## config.mk

```make
export PLATFORM = sky130hd
export DESIGN_NAME = fft_agu_flat
export DESIGN_NICKNAME = d
export VERILOG_FILES = /design/src/rtl/fft_agu_if.sv /design/src/rtl/fft_agu.sv /design/src/flat_wrapper.sv
export SDC_FILE = /design/constraint.sdc
export NUM_CORES = 1
export LEC_CHECK = 0
export BUFFER_PORTS_ARGS = -buffer_cell sky130_fd_sc_hd__buf_2
export CAP_MARGIN = 25
export CORE_UTILIZATION = 31
export CTS_CLUSTER_SIZE = 14
export DETAILED_ROUTE_END_ITERATION = 8
export GPL_TIMING_DRIVEN = 1
export PLACE_DENSITY_LB_ADDON = 0.1
export REMOVE_ABC_BUFFERS = 1
export SLEW_MARGIN = 20
export SYNTH_ARGS = -nofsm -noshare
export SYNTH_HDL_FRONTEND = slang
export SYNTH_SLANG_ARGS = --single-unit
```

## constraint.sdc

```tcl
create_clock -name clk -period 7.5 [get_ports clk]
set_clock_uncertainty 0.2 [all_clocks]
set_input_delay 1.5 -clock clk [delete_from_list [all_inputs] [get_ports clk]]
set_output_delay 1.5 -clock clk [all_outputs]
set_load 0.01 [all_outputs]
```

## src/rtl/fft_agu_if.sv

```systemverilog
// fft_agu_if: control, address and load-reorder signals of the FFT address generator.
interface fft_agu_if #(
  parameter int unsigned LOG_N = 9
);
  logic             start;
  logic [LOG_N-1:0] load_idx;
  logic [LOG_N-1:0] load_adr;
  logic             busy;
  logic             done;
  logic             rd_en;
  logic             rd_bank;
  logic [LOG_N-1:0] rd_adr_a;
  logic [LOG_N-1:0] rd_adr_b;
  logic [LOG_N-2:0] twiddle_adr;
  logic             wr_en;
  logic             wr_bank;
  logic [LOG_N-1:0] wr_adr_a;
  logic [LOG_N-1:0] wr_adr_b;
  logic             result_bank;

  modport master (
    input  start, load_idx,
    output load_adr, busy, done, rd_en, rd_bank, rd_adr_a, rd_adr_b,
           twiddle_adr, wr_en, wr_bank, wr_adr_a, wr_adr_b, result_bank
  );

  modport slave (
    output start, load_idx,
    input  load_adr, busy, done, rd_en, rd_bank, rd_adr_a, rd_adr_b,
           twiddle_adr, wr_en, wr_bank, wr_adr_a, wr_adr_b, result_bank
  );
endinterface

```

## src/rtl/fft_agu.sv

```systemverilog
// fft_agu: in-place radix-2 FFT sequencer and ping-pong address generator.
// Build macro FFT_AGU_BITREV_EN: when defined, load_adr is the bit-reverse of
// load_idx; otherwise load_adr follows load_idx unchanged (same latency).
module fft_agu #(
  parameter int unsigned LOG_N  = 9,
  parameter int unsigned RD_LAT = 1
) (
  input  logic      clk,
  input  logic      reset,
  fft_agu_if.master bus
);
  localparam int unsigned HALF  = 1 << (LOG_N - 1);
  localparam int unsigned J_W   = LOG_N - 1;
  localparam int unsigned STG_W = $clog2(LOG_N);
  localparam int unsigned LAT_W = (RD_LAT > 1) ? $clog2(RD_LAT) : 1;

  typedef enum logic [1:0] {IDLE, RUN, GAP, DRAIN} state_t;

  state_t           state_q, state_d;
  logic [STG_W-1:0] stage_q, stage_d;
  logic [J_W-1:0]   j_q, j_d;
  logic [LAT_W-1:0] lat_q, lat_d;
  logic             done_d;
  logic             last_bfly, last_stage, lat_end;

  logic             rd_en_q, rd_bank_q, busy_q, done_q;
  logic [LOG_N-1:0] rd_a_q, rd_b_q, load_q, load_d;
  logic [J_W-1:0]   tw_q;

  logic             pipe_en   [RD_LAT];
  logic             pipe_bank [RD_LAT];
  logic [LOG_N-1:0] pipe_a    [RD_LAT];
  logic [LOG_N-1:0] pipe_b    [RD_LAT];

  // Rotate left by s within LOG_N bits.
  function automatic logic [LOG_N-1:0] rotl(input logic [LOG_N-1:0] x,
                                            input logic [STG_W-1:0] s);
    logic [2*LOG_N-1:0] w;
    w = {x, x} << s;
    return w[2*LOG_N-1:LOG_N];
  endfunction

  // Twiddle index: keep only the top 'stage' bits of j.
  function automatic logic [J_W-1:0] twid(input logic [J_W-1:0] j,
                                          input logic [STG_W-1:0] s);
    logic [J_W-1:0]   ones;
    logic [STG_W-1:0] shamt;
    ones  = '1;
    shamt = STG_W'(LOG_N - 1) - s;
    return j & (ones << shamt);
  endfunction

  assign last_bfly  = (j_q == J_W'(HALF - 1));
  assign last_stage = (stage_q == STG_W'(LOG_N - 1));
  assign lat_end    = (lat_q == LAT_W'(RD_LAT - 1));

  // State and loop counters.
  always_ff @(posedge clk) begin
    if (reset) begin
      state_q <= IDLE;
      stage_q <= '0;
      j_q     <= '0;
      lat_q   <= '0;
    end else begin
      state_q <= state_d;
      stage_q <= stage_d;
      j_q     <= j_d;
      lat_q   <= lat_d;
    end
  end

  // Next-state: walk butterflies, then hold RD_LAT cycles between stages.
  always_comb begin
    state_d = state_q;
    stage_d = stage_q;
    j_d     = j_q;
    lat_d   = lat_q;
    done_d  = 1'b0;
    case (state_q)
      IDLE: begin
        if (bus.start) begin
          state_d = RUN;
          stage_d = '0;
          j_d     = '0;
        end
      end
      RUN: begin
        if (last_bfly) begin
          lat_d   = '0;
          state_d = last_stage ? DRAIN : GAP;
        end else begin
          j_d = j_q + J_W'(1);
        end
      end
      GAP: begin
        if (lat_end) begin
          state_d = RUN;
          stage_d = stage_q + STG_W'(1);
          j_d     = '0;
        end else begin
          lat_d = lat_q + LAT_W'(1);
        end
      end
      DRAIN: begin
        if (lat_end) begin
          state_d = IDLE;
          done_d  = 1'b1;
        end else begin
          lat_d = lat_q + LAT_W'(1);
        end
      end
      default: state_d = IDLE;
    endcase
  end

  // Read-side outputs registered from the next-state view so they align with the state.
  always_ff @(posedge clk) begin
    if (reset) begin
      rd_en_q   <= 1'b0;
      rd_bank_q <= 1'b0;
      rd_a_q    <= '0;
      rd_b_q    <= '0;
      tw_q      <= '0;
      busy_q    <= 1'b0;
      done_q    <= 1'b0;
    end else begin
      rd_en_q <= (state_d == RUN);
      busy_q  <= (state_d != IDLE);
      done_q  <= done_d;
      if (state_d == RUN) begin
        rd_a_q    <= rotl({j_d, 1'b0}, stage_d);
        rd_b_q    <= rotl({j_d, 1'b1}, stage_d);
        tw_q      <= twid(j_d, stage_d);
        rd_bank_q <= stage_d[0];
      end
    end
  end

  // Write-back pipeline: RD_LAT-deep delay of the read request, bank flipped.
  always_ff @(posedge clk) begin
    if (reset) begin
      for (int unsigned i = 0; i < RD_LAT; i++) begin
        pipe_en[i]   <= 1'b0;
        pipe_bank[i] <= 1'b0;
        pipe_a[i]    <= '0;
        pipe_b[i]    <= '0;
      end
    end else begin
      pipe_en[0]   <= rd_en_q;
      pipe_bank[0] <= rd_en_q & ~rd_bank_q;
      pipe_a[0]    <= rd_a_q;
      pipe_b[0]    <= rd_b_q;
      for (int unsigned i = 1; i < RD_LAT; i++) begin
        pipe_en[i]   <= pipe_en[i-1];
        pipe_bank[i] <= pipe_bank[i-1];
        pipe_a[i]    <= pipe_a[i-1];
        pipe_b[i]    <= pipe_b[i-1];
      end
    end
  end

  // Input-load address mapping.
  always_comb begin
    load_d = bus.load_idx;
`ifdef FFT_AGU_BITREV_EN
    for (int unsigned k = 0; k < LOG_N; k++) begin
      load_d[k] = bus.load_idx[LOG_N-1-k];
    end
`endif
  end

  // Load address register, active in every state.
  always_ff @(posedge clk) begin
    if (reset) load_q <= '0;
    else       load_q <= load_d;
  end

  assign bus.load_adr    = load_q;
  assign bus.busy        = busy_q;
  assign bus.done        = done_q;
  assign bus.rd_en       = rd_en_q;
  assign bus.rd_bank     = rd_bank_q;
  assign bus.rd_adr_a    = rd_a_q;
  assign bus.rd_adr_b    = rd_b_q;
  assign bus.twiddle_adr = tw_q;
  assign bus.wr_en       = pipe_en[RD_LAT-1];
  assign bus.wr_bank     = pipe_bank[RD_LAT-1];
  assign bus.wr_adr_a    = pipe_a[RD_LAT-1];
  assign bus.wr_adr_b    = pipe_b[RD_LAT-1];
  assign bus.result_bank = 1'(LOG_N % 2);
endmodule

```

## src/flat_wrapper.sv

```systemverilog
// flat-port wrapper written by rule: the top's interface ports become plain ports
module fft_agu_flat 
#(
  parameter int unsigned LOG_N  = 9,
  parameter int unsigned RD_LAT = 1
)
  (clk, reset, bus_start, bus_load_idx, bus_load_adr, bus_busy, bus_done, bus_rd_en, bus_rd_bank, bus_rd_adr_a, bus_rd_adr_b, bus_twiddle_adr, bus_wr_en, bus_wr_bank, bus_wr_adr_a, bus_wr_adr_b, bus_result_bank);
  fft_agu_if #(.LOG_N(LOG_N)) bus_i ();
  input  logic clk;
  input  logic reset;
  input wire logic [$bits(bus_i.start)-1:0] bus_start;
  input wire logic [$bits(bus_i.load_idx)-1:0] bus_load_idx;
  output wire logic [$bits(bus_i.load_adr)-1:0] bus_load_adr;
  output wire logic [$bits(bus_i.busy)-1:0] bus_busy;
  output wire logic [$bits(bus_i.done)-1:0] bus_done;
  output wire logic [$bits(bus_i.rd_en)-1:0] bus_rd_en;
  output wire logic [$bits(bus_i.rd_bank)-1:0] bus_rd_bank;
  output wire logic [$bits(bus_i.rd_adr_a)-1:0] bus_rd_adr_a;
  output wire logic [$bits(bus_i.rd_adr_b)-1:0] bus_rd_adr_b;
  output wire logic [$bits(bus_i.twiddle_adr)-1:0] bus_twiddle_adr;
  output wire logic [$bits(bus_i.wr_en)-1:0] bus_wr_en;
  output wire logic [$bits(bus_i.wr_bank)-1:0] bus_wr_bank;
  output wire logic [$bits(bus_i.wr_adr_a)-1:0] bus_wr_adr_a;
  output wire logic [$bits(bus_i.wr_adr_b)-1:0] bus_wr_adr_b;
  output wire logic [$bits(bus_i.result_bank)-1:0] bus_result_bank;
  assign bus_i.start = bus_start;
  assign bus_i.load_idx = bus_load_idx;
  assign bus_load_adr = bus_i.load_adr;
  assign bus_busy = bus_i.busy;
  assign bus_done = bus_i.done;
  assign bus_rd_en = bus_i.rd_en;
  assign bus_rd_bank = bus_i.rd_bank;
  assign bus_rd_adr_a = bus_i.rd_adr_a;
  assign bus_rd_adr_b = bus_i.rd_adr_b;
  assign bus_twiddle_adr = bus_i.twiddle_adr;
  assign bus_wr_en = bus_i.wr_en;
  assign bus_wr_bank = bus_i.wr_bank;
  assign bus_wr_adr_a = bus_i.wr_adr_a;
  assign bus_wr_adr_b = bus_i.wr_adr_b;
  assign bus_result_bank = bus_i.result_bank;
  fft_agu #(.LOG_N(LOG_N), .RD_LAT(RD_LAT)) u_core (.clk(clk), .reset(reset), .bus(bus_i));
endmodule
```

==> results by stage <==
Place:
- Buffers placed on the I/O ports in this run total 70.
- The half-perimeter wire length after detailed placement is 6830 um.
- The worst setup timing slack at the placement stage is 3.19 ns.
- The final estimated routing congestion in global placement is 0.871.
- After detailed placement, the design holds a cell count of 585.
- The total cell area at the placement stage is 4010 um2.

Critical path:
- The number of buffers and inverters on the critical path is 2.
- STA puts the critical path data arrival time at 4.07 ns.
- The sort of element at the start of the critical path is an input port.
- The highest fanout seen on the critical path is 25.
- The worst setup path is of the in -> reg kind.
- Counting cells, the worst reg-to-reg path comes to 8.
- Counting buffers and inverters, the worst setup path is 9 cells deep.
- For this design, the slowest cell found on the critical path is mux2i_4.
- The data required time of the worst path is 7.56 ns.
- The worst setup path is captured at a flop.
- The maximum cell stage delay along the critical path is 0.67 ns.
- The signal on the critical path passes through buf_2, o21bai_4, mux2i_4, inv_2, nor2_1, a22oi_1, a21oi_1, a2111oi_0, a211oi_1.
- Grouping stages by cell kind, the critical path spends the most delay in compound AO/OA/AOI/OAI gates.

Power:
- The relative contribution of the clock network to total power is 0.487.
- The switching power of the nets is 212 uW.
- The static leakage is 1.78 nW.
- The share of total power consumed by net switching is 0.229.
- The share of total power dissipated in combinational logic is 0.075.
- The total power per unit cell area is 214 nW/um2.
- The maximum VDD drop is 118 uV.
- The internal power of the cells is 715 uW.
- The sequential fraction of design power is 0.438.

CTS:
- The tree built by TritonCTS fans out to 73 sinks.
- The H-tree depth reported by CTS is 3.
- The clock latency at the later pin of the worst-skew pair is 0.34 ns.
- The hold buffer count at cts is 0.
- Buffers added to address setup during post-CTS repair amount to 0.
- No sink is reached through more buffers than the 2 on the longest clock path.
- In this run, CTS created clock tree buffers numbering 9.
- The post-cts resize count is 0.
- The cell sitting at the root of the clock tree is a clkbuf_16.
- Clock-pin slew was measured on the worst setup and hold paths at 0.06 ns.
- TritonCTS built the clock tree.

Logic synthesis:
- The async set-or-reset flop fraction in the synthesized netlist is 0.
- Yosys instantiated no cell more often than dfxtp_1.
- The average cell area after synthesis is 9.11 um2.
- The count of unique library cells instantiated by Yosys is 83.
- The synthesized design contains 73 register bits.
- Sorting the synthesized cells by area gives the leading types as dfxtp_1 41%, nor2b_1 6.2%, nand2_1 3.7%.
- dfxtp_1 takes more of the synthesized area than any other cell.
- The share of synthesized area in the top cell type comes to 0.405.
- In the synthesized netlist the dominant register cell turns out to be dfxtp_1.
- The count of synthesis-stage warnings from yosys is 0.
- In this run the cell area of the synthesized design comes to 3610 um2.
- Yosys mapped a number of flops with a built-in enable equal to 0.
- For this run, the register share of the synthesized area comes to 0.405.
- The commonest cells after synthesis are 73 x dfxtp_1, 36 x nand2_1, 36 x nor2b_1.
- The synthesized instance count is 396.

Detailed routing:
- The final routed wire length divided by cell count is 16.7 um.
- The count of nets left with antenna violations once routing finished came out at 0.
- For this block, the via count after detailed routing is 3157.
- The number of iterations in the first detailed-routing pass is 4.
- The routed design has 10000 um of wire.
- The total DRC errors in the routed layout is 0.
- For this block, the initial DRC count from the detailed router was 236.
- The via density per instance is 5.25.

Global routing:
- The overall overflow remaining after global route is 0.
- The overall global routing resource usage is 0.177.
- The first global-routing pass estimated 15800 um of wire.
- The via count of the first global-routing pass is 2932.
- The initial antenna violation count is 0.
- The largest net degree at the start of global routing is 35.

STA:
- The hold violation total from the final report is 0.
- The final critical-path share of the clock period is 0.534.
- The total setup violations reported at the end of the flow is 0.
- The smallest clock period supported by the final layout is computed as 4.01 ns.
- Measured against its own limit, the worst slew margin works out to 0.352.
- The total negative slack is 0 ns.
- The fmax is 250 MHz.
- The number of max-slew violations in the final report is 0.
- Setup repair after global routing left no endpoint under its margin.
- The post-layout worst setup margin is 3.49 ns.
- For the pin with the worst max-slew slack, the measured transition is 0.972 ns.

Layout:
- The number of nets in the layout is 471.
- In the final layout, the share of cells above drive strength 1 is 0.266.
- The antenna diode count is 0.
- The finished layout holds 601 standard cells, fillers aside.
- Compared with the post-synthesis result, the final layout area differs by 19.9%.
- The finished cells cover 4320 um2.

Die:
- The die covers 12100 um2.
- From bottom edge to top edge, the die measures 110 um.
- During I/O placement, the number of pins put on the boundary was 72.
- The effective utilization at floorplan is 0.317.
- The total area inside the core boundary comes to 11400 um2.
- The horizontal die dimension is 110 um.
- The number of placement rows is 39.

Hold path:
- The path type of the worst min-delay path is reg -> reg.
- The worst hold path passes through 2 cells.

Flow run:
- Across the run, the number of max-cap violations was 0.

Status:
- The run finished with clean final reports.
[final cells by class]
| class | instances | area, um2 |
|---|---|---|
| fill | 1189 | 7050 |
| multi-input combinational | 290 | 1960 |
| sequential | 73 | 1460 |
| timing repair buffer | 73 | 373 |
| clock buffer | 10 | 229 |
| tap | 143 | 179 |
| clock inverter | 6 | 82.6 |
| inverter | 6 | 35.0 |
[cell usage in the layout, fill, tap and decap left out, types with 4 or more instances in the layout]
master      n
a31oi_1     8
and2_1      4
nand2_1    36
o211ai_1    9
a21oi_1    11
ha_1        6
buf_2      70
a22oi_1     5
clkbuf_16   9
nand3_1    17
o21ai_0    12
nor2b_1    36
mux2i_1     5
nor3_1     10
a211oi_1    5
dfxtp_1    73
nor2_1     33
o21ai_2     6
[stage by stage]
stage	util	hold slack [ns]	power (mW)
final	0.380	0.233	0.927
after global routing	0.380	0.258	0.968
after CTS	0.380	0.238	0.944
after detailed placement	0.353	0.228	0.484
after global placement	0.353	0.223	0.485
after floorplan	-	0.261	0.453
[cell families after synthesis]
group,count (synthesis),share of synthesized area
XOR/XNOR,1,0.00243
buffers and inverters,33,0.0503
AO/OA/AOI/OAI,111,0.252
AND/OR/NAND/NOR,161,0.233
flip-flops,73,0.405
multiplexers,10,0.0347
adder cells (fa/ha/maj),6,0.0208
other,1,0.00104
[power by group through the flow]
stage | Combinational (mW) | Clock [mW] | Sequential, mW
2_1_floorplan | 0.0343 | 0 | 0.419
3_3_place_gp | 0.0705 | 0 | 0.414
3_5_place_dp | 0.0701 | 0 | 0.414
4_1_cts | 0.0706 | 0.468 | 0.406
5_1_grt | 0.0771 | 0.483 | 0.407
6_report | 0.0696 | 0.451 | 0.406
[routing by layer]
metal	track usage	vias up	wire length, um
li1	-	1567	-
met1	0.236	1478	4910
met2	0.264	97	4280
met3	0.0385	15	602
met4	0.0962	0	226
met5	0	-	0
[worst reg2reg max path: cells and delay by family, from the launching register on]
kind | cells | cell delay (ns)
simple gates | 2 | 0.69
flops | 1 | 0.52
mux | 1 | 0.62
buf+inv | 1 | 0.40
compound gates | 4 | 0.83
[flip-flops by register name, indices dropped and copies added (netlist names), 2 cells and up]
register                flops
u_core.bus.rd_adr_b         9
u_core.j_q                  8
u_core.pipe_a               9
u_core.bus.load_adr         9
u_core.state_q              2
u_core.bus.rd_adr_a         9
u_core.pipe_b               9
u_core.bus.twiddle_adr      8
u_core.stage_q              4
[worst paths after layout]
| kind | start | endpoint | slack (ns) |
|---|---|---|---|
| max | bus_start | u_core.bus.rd_adr_b[3]$_SDFFE_PP0P_ | 3.49 |
| min | u_core.bus.twiddle_adr[4]$_SDFFE_PP0P_ | u_core.bus.twiddle_adr[4]$_SDFFE_PP0P_ | 0.23 |
| max reg2reg | u_core.state_q[0]$_SDFF_PP0_ | u_core.bus.rd_adr_b[3]$_SDFFE_PP0P_ | 4.18 |
| min reg2reg | u_core.bus.twiddle_adr[4]$_SDFFE_PP0P_ | u_core.bus.twiddle_adr[4]$_SDFFE_PP0P_ | 0.23 |
(Power assumes the default switching activity.)
